==> config.mk <==
export PLATFORM = sky130hd
export DESIGN_NAME = sr_seq
export DESIGN_NICKNAME = d
export VERILOG_FILES = /design/src/rtl/sr_seq.sv
export SDC_FILE = /design/constraint.sdc
export NUM_CORES = 1
export LEC_CHECK = 0
export CAP_MARGIN = 10
export CORE_MARGIN = 4
export CORE_UTILIZATION = 43
export DETAILED_ROUTE_END_ITERATION = 16
export PLACE_DENSITY = 0.75
export SETUP_SLACK_MARGIN = 0.1
export SKIP_LAST_GASP = 1
export SLEW_MARGIN = 15
export SYNTH_ARGS = -nofsm -noshare
export SYNTH_HDL_FRONTEND = slang
export SYNTH_SLANG_ARGS = --single-unit
export TNS_END_PERCENT = 10
==> constraint.sdc <==
create_clock -name clk -period 1.4 [get_ports clk]
set_input_delay 0.42 -clock clk [delete_from_list [all_inputs] [get_ports clk]]
set_output_delay 0.42 -clock clk [all_outputs]
set_load 0.02 [all_outputs]
==> src/rtl/sr_seq.sv <==
// Sequential right shifter: loads a W-bit word and shifts it right one bit per clock,
// with zero or sign fill, then pulses done for one cycle with the result on y.
module sr_seq #(
    parameter int W  = 4,
    parameter int AW = $clog2(W) + 1
) (
    input  logic          clk,
    input  logic          rst,
    input  logic          start,
    input  logic [W-1:0]  a,
    input  logic [AW-1:0] amt,
    input  logic          arith,
    output logic [W-1:0]  y,
    output logic          sout,
    output logic          busy,
    output logic          done
);

    typedef enum logic [1:0] {
        IDLE  = 2'd0,
        SHIFT = 2'd1,
        DONE  = 2'd2
    } state_t;

    localparam logic [AW-1:0] W_AMT = AW'(W);
    localparam logic [AW-1:0] ONE   = AW'(1);

    state_t        state;
    state_t        state_next;
    logic [W-1:0]  sreg;
    logic [AW-1:0] cnt;
    logic          fill;
    logic [AW-1:0] amt_sat;

    // Amounts of W or more all behave like a full-width shift.
    assign amt_sat = (amt >= W_AMT) ? W_AMT : amt;

    // NOTE: state and datapath registers use non-blocking assignments so every
    // register samples pre-edge values, independent of statement order.
    always_ff @(posedge clk) begin
        if (rst) begin
            state <= IDLE;
        end else begin
            state <= state_next;
        end
    end

    // NOTE: state_next gets its default before the case so no path leaves it
    // unassigned, which would otherwise infer a latch.
    always_comb begin
        state_next = state;
        case (state)
            IDLE: begin
                if (start) begin
                    state_next = (amt_sat == '0) ? DONE : SHIFT;
                end
            end
            SHIFT: begin
                if (cnt == ONE) begin
                    state_next = DONE;
                end
            end
            DONE:    state_next = IDLE;
            default: state_next = IDLE;
        endcase
    end

    always_ff @(posedge clk) begin
        if (rst) begin
            sreg <= '0;
            cnt  <= '0;
            fill <= 1'b0;
            sout <= 1'b0;
        end else begin
            case (state)
                IDLE: begin
                    if (start) begin
                        sreg <= a;
                        cnt  <= amt_sat;
                        fill <= arith & a[W-1];
                        sout <= 1'b0;
                    end
                end
                SHIFT: begin
                    sreg <= {fill, sreg[W-1:1]};
                    sout <= sreg[0];
                    cnt  <= cnt - ONE;
                end
                default: ;
            endcase
        end
    end

    assign y    = sreg;
    assign busy = (state != IDLE);
    assign done = (state == DONE);

endmodule
== Word-level counts from Yosys, hierarchy flattened ==
Index checks and enable logic that the tools add are counted.

* Flip-flop bits (word level): 11
* Bits of input ports: 11
* Output and inout port bits: 7
* Logic and storage cells: 31

* Add/sub/neg operators: 1
* Magnitude comparators: 1
* Equal/unequal tests: 5
* Multiplexer cells: 11
* Bitwise logic cells: 1
* Reductions and logical operators: 7

{| class="wikitable"
|+ Operator list
! kind !! number
|-
| 4-bit one-hot mux with 2 select lines || 1
|-
| 2-bit two-way mux || 3
|-
| 3-bit two-way mux || 2
|-
| 3-bit one-hot mux with 2 select lines || 1
|-
| 2-bit AND reduction || 3
|-
| 4-bit two-way mux || 1
|-
| 2-bit inequality test, second input constant || 2
|-
| 2-bit one-hot mux with 2 select lines || 1
|-
| 2-bit nonzero test || 2
|-
| 3-bit by 1-bit == test with 1-bit output, second input constant || 1
|-
| 3-bit >= comparator, second input constant || 1
|-
| 3-bit zero test || 1
|-
| 3-bit by 1-bit subtractor with 3-bit output, second input constant || 1
|-
| 2-bit by 1-bit == test with 1-bit output, second input constant || 1
|-
| 2-bit == test, second input constant || 1
|-
| 2-bit zero test || 1
|-
| 1-bit one-hot mux with 2 select lines || 1
|-
| 1-bit AND || 1
|-
| 1-bit two-way mux || 1
|}

== Depth between registers and ports, before layout ==
* Word-level depth: 6
* Depth in mapped cells: 5
* Gate-level depth less buffers: 5

== Worst setup path before layout ==
OpenSTA, ideal clock, no wires.

* Path kind: flip-flop to output port
* From: register state[0]
* To: output busy
* Arrival time: 809 ps
* Data required time: 980 ps
* Slack: 171 ps
* Cell stages (with the launch flop): 3
* Cell sequence: dfxtp_1 > buf_2 > or2_2

* Word-level cells in the longest chain between the ends: 1

{| class="wikitable"
|+ Ends and longest elaborated chain
! what !! line !! source
|-
| start: declaration || 28 || <nowiki>state_t state;</nowiki>
|-
| start signal: assignment || 44 || <nowiki>state <= state_next;</nowiki>
|-
| 2-bit nonzero test || 95 || <nowiki>assign busy = (state != IDLE);</nowiki>
|-
| end: declaration || 15 || <nowiki>output logic busy,</nowiki>
|}

Every way passes these cells.

== Worst setup path in the final report ==
Ends and elaborated chain as after synthesis.

==> run metrics <==
VDD IR max=approximately 0.77 mV; nets@finish=between 100 and 150; worst slew pin tran=approximately 0.32 ns; Port Buffers=17; WHS=~0.47 ns; met3 wire length=~83 um; WL/cell=13.20 um; clock transition at the registers of the reported paths=around 0.07 ns; via count=560; die span in x=44.55 um; Vias/cell=between 5 and 6; r2r setup slk=roughly 0.02 ns; Detail Route Antenna Nets=0; Syn Inst Count=66; area share of the largest cell type after synthesis=0.3834; reg2reg end=state[0]; Rows=12; clk buf depth=2; post-route cell area=between 800 and 900 um2; Synth cell types=27; I/O pin cnt=18; routed wl met2=just under 700 um; vias in the first global route=518; Skew-Pair Late Insertion Delay=roughly 0.27 ns; Design Power=about 0.85 mW; worst path required time=between 0.9 and 1 ns; syn avg cell area=just under 9 um2; maxcap violations=0; fmax=0.7165 GHz; Top Layer Used=met4; Post-Syn Area=between 500 and 600 um2; drt drc=0; largest net degree at the start of global routing=12; Post-Route Setup TNS=0 ns; Critical Path Fanout Max=3; CTS tree=built; Slew headroom=0.7873; Synth Net Count=79; #FFs+latches synth=11; Die ar.=slightly below 2000 um2; R2R Path Start=state[0]; Initial Util=0.4842; Hold WC Path Type=reg2reg; htree depth=1; Pleak=between 0.3 and 0.4 nW; GP Congestion=just under 0.9; Placed Instance Area=804.5 um2; Area growth syn-to-layout=49.89%; most common library cell in the layout ignoring fill and taps=buf_4; Worst setup SP type=flop; all-layer global routing usage=0.1523; fin crit period=around 1.4 ns; Setup crit start=state[0]; Synth Area in Compound Gates=0.1961; multiplexer share of the synthesized area=0.06972; Power Density=approximately 990 nW/um2; initial drt markers=5; final wirelength=approximately 1400 um; post-synthesis sequential area ratio=0.3834; global-route wire length before repair=around 2200 um; Post-Synth Adder-Cell Area=0.04357; WS Path Type=reg2out; most frequent cells in the layout=buf_4 (10), dfxtp_1 (9), clkdlybuf4s50_1 (9); core area=1186 um2; Synth Area in Simple Gates=0.2440; RSZ-0062 raised after global routing=yes; Fin. Hold Viols=0; dpl ws=-0.2994 ns; Die H=around 45 um; First-pass DRT Iterations=4; initial antenna violation count=0; fraction of the cycle the final worst path needs=0.9969; Worst path max stage delay=around 0.33 ns; status=finished, final reports clean; Worst Setup EP=busy; layout cells sized above 1=0.2581; Reg2Reg Depth=5; Critical Path Sink Type=output pin; Post-Synth XOR/XNOR Area=0; Pins Over Slew Limit=0; largest family of logic cells by synthesized area=simple AND/OR/NAND/NOR gates; # diodes=0; area of the multi-input gates=roughly 340 um2; CP max-delay cell=dfxtp_2; Final setup viols=0; CTS Buf Count=3; Remaining Overflow, GRT=0; area occupied by registers=222.7 um2; Worst Path Arrival=between 0.9 and 1 ns; Cell Chain, Critical Path=or2_4 -> buf_6; Fill cells=around 100; Final WS setup=around 0.0044 ns; YS warnings=0; largest area contributor in the netlist=dfxtp_1; clk sinks=11; clk root buf=clkbuf_4; Worst Skew=0.005389 ns; M1 wire length=about 640 um; Detailed Place HPWL=between 1000 and 1500 um; Area contributors post-synth=dfxtp_1 (38%), a211oi_1 (7.8%), mux2i_1 (7.0%), nor2_1 (4.6%), ha_1 (4.4%)
metal layers:
layer  vias up  GRT usage
li1        286          -
met1       257     0.1723
met2        15     0.2550
met3         2    0.07317
met4         0    0.03614
met5         -          0
power breakdown:
| part | switching, mW | total, mW | internal (mW) |
|---|---|---|---|
| Combinational | 0.125 | 0.266 | 0.141 |
| Sequential | 0.0204 | 0.365 | 0.344 |
| Clock | 0.110 | 0.221 | 0.111 |
registers in the layout, summed over array words and instances, names as in the netlist:
register,count
fill,1
sout,1
y,4
state,2
cnt,3
stage by stage:
step / util / cells
floorplan: - / 66
global placement: 0.6783 / 102
detailed placement: 0.6783 / 102
CTS: 0.7099 / 107
global route: 0.7257 / 107
finish: 0.7257 / 107
worst min path at each step:
| stage | start | to | slack, ns | cells past startpoint |
|---|---|---|---|---|
| after floorplan | fill | fill | 0.43 | 2 |
| after global placement | fill | fill | 0.46 | 2 |
| after detailed placement | fill | fill | 0.46 | 2 |
| after CTS | fill | fill | 0.47 | 2 |
| after global routing | fill | fill | 0.50 | 2 |
| final | fill | fill | 0.47 | 2 |
synthesized netlist by cell type, drive strengths merged:
master and instances:
or2 1, and2b 1, buf 3, a31oi 1
nor2 7, nand3b 2, nor2b 2, o221a 1
a21oi 4, nand2b 2, inv 3, ha 2
nand2 3, mux2i 4, or3b 1, o21ai 1
o22ai 1, a2bb2oi 1, nor3 1, a211oi 6
dfxtp 11, nand3 4, clkbuf 1, nor3b 1
or2b 1, o21ba 1
layout make-up:
class | instances | share of cell area
multi-input combinational | 48 | 0.3968
clock buffer | 4 | 0.03052
sequential | 11 | 0.2587
tap | 14 | 0.02035
timing repair buffer | 27 | 0.2805
inverter | 3 | 0.01308
worst max-delay path: cells and delay by family (launching register included):
kind          cells  cell delay (ns)
flops             1             0.33
simple gates      1             0.24
buf+inv           1             0.13
what timing repair did:
item,CTS,global route
hold endpoints to repair,0,0
pin swaps,0,0
gates resized for setup,20,8
setup buffers,1,0
hold buffers,0,0
setup endpoints to repair,17,18
logic make-up (layout without fill, tap and decap cells):
logic type,after synthesis,after routing
flip-flops,11,11
multiplexers,4,4
adder cells (fa/ha/maj),2,2
AND/OR/NAND/NOR,26,26
buffers and inverters,7,34
AO/OA/AOI/OAI,16,16
(Power assumes the default switching activity.)
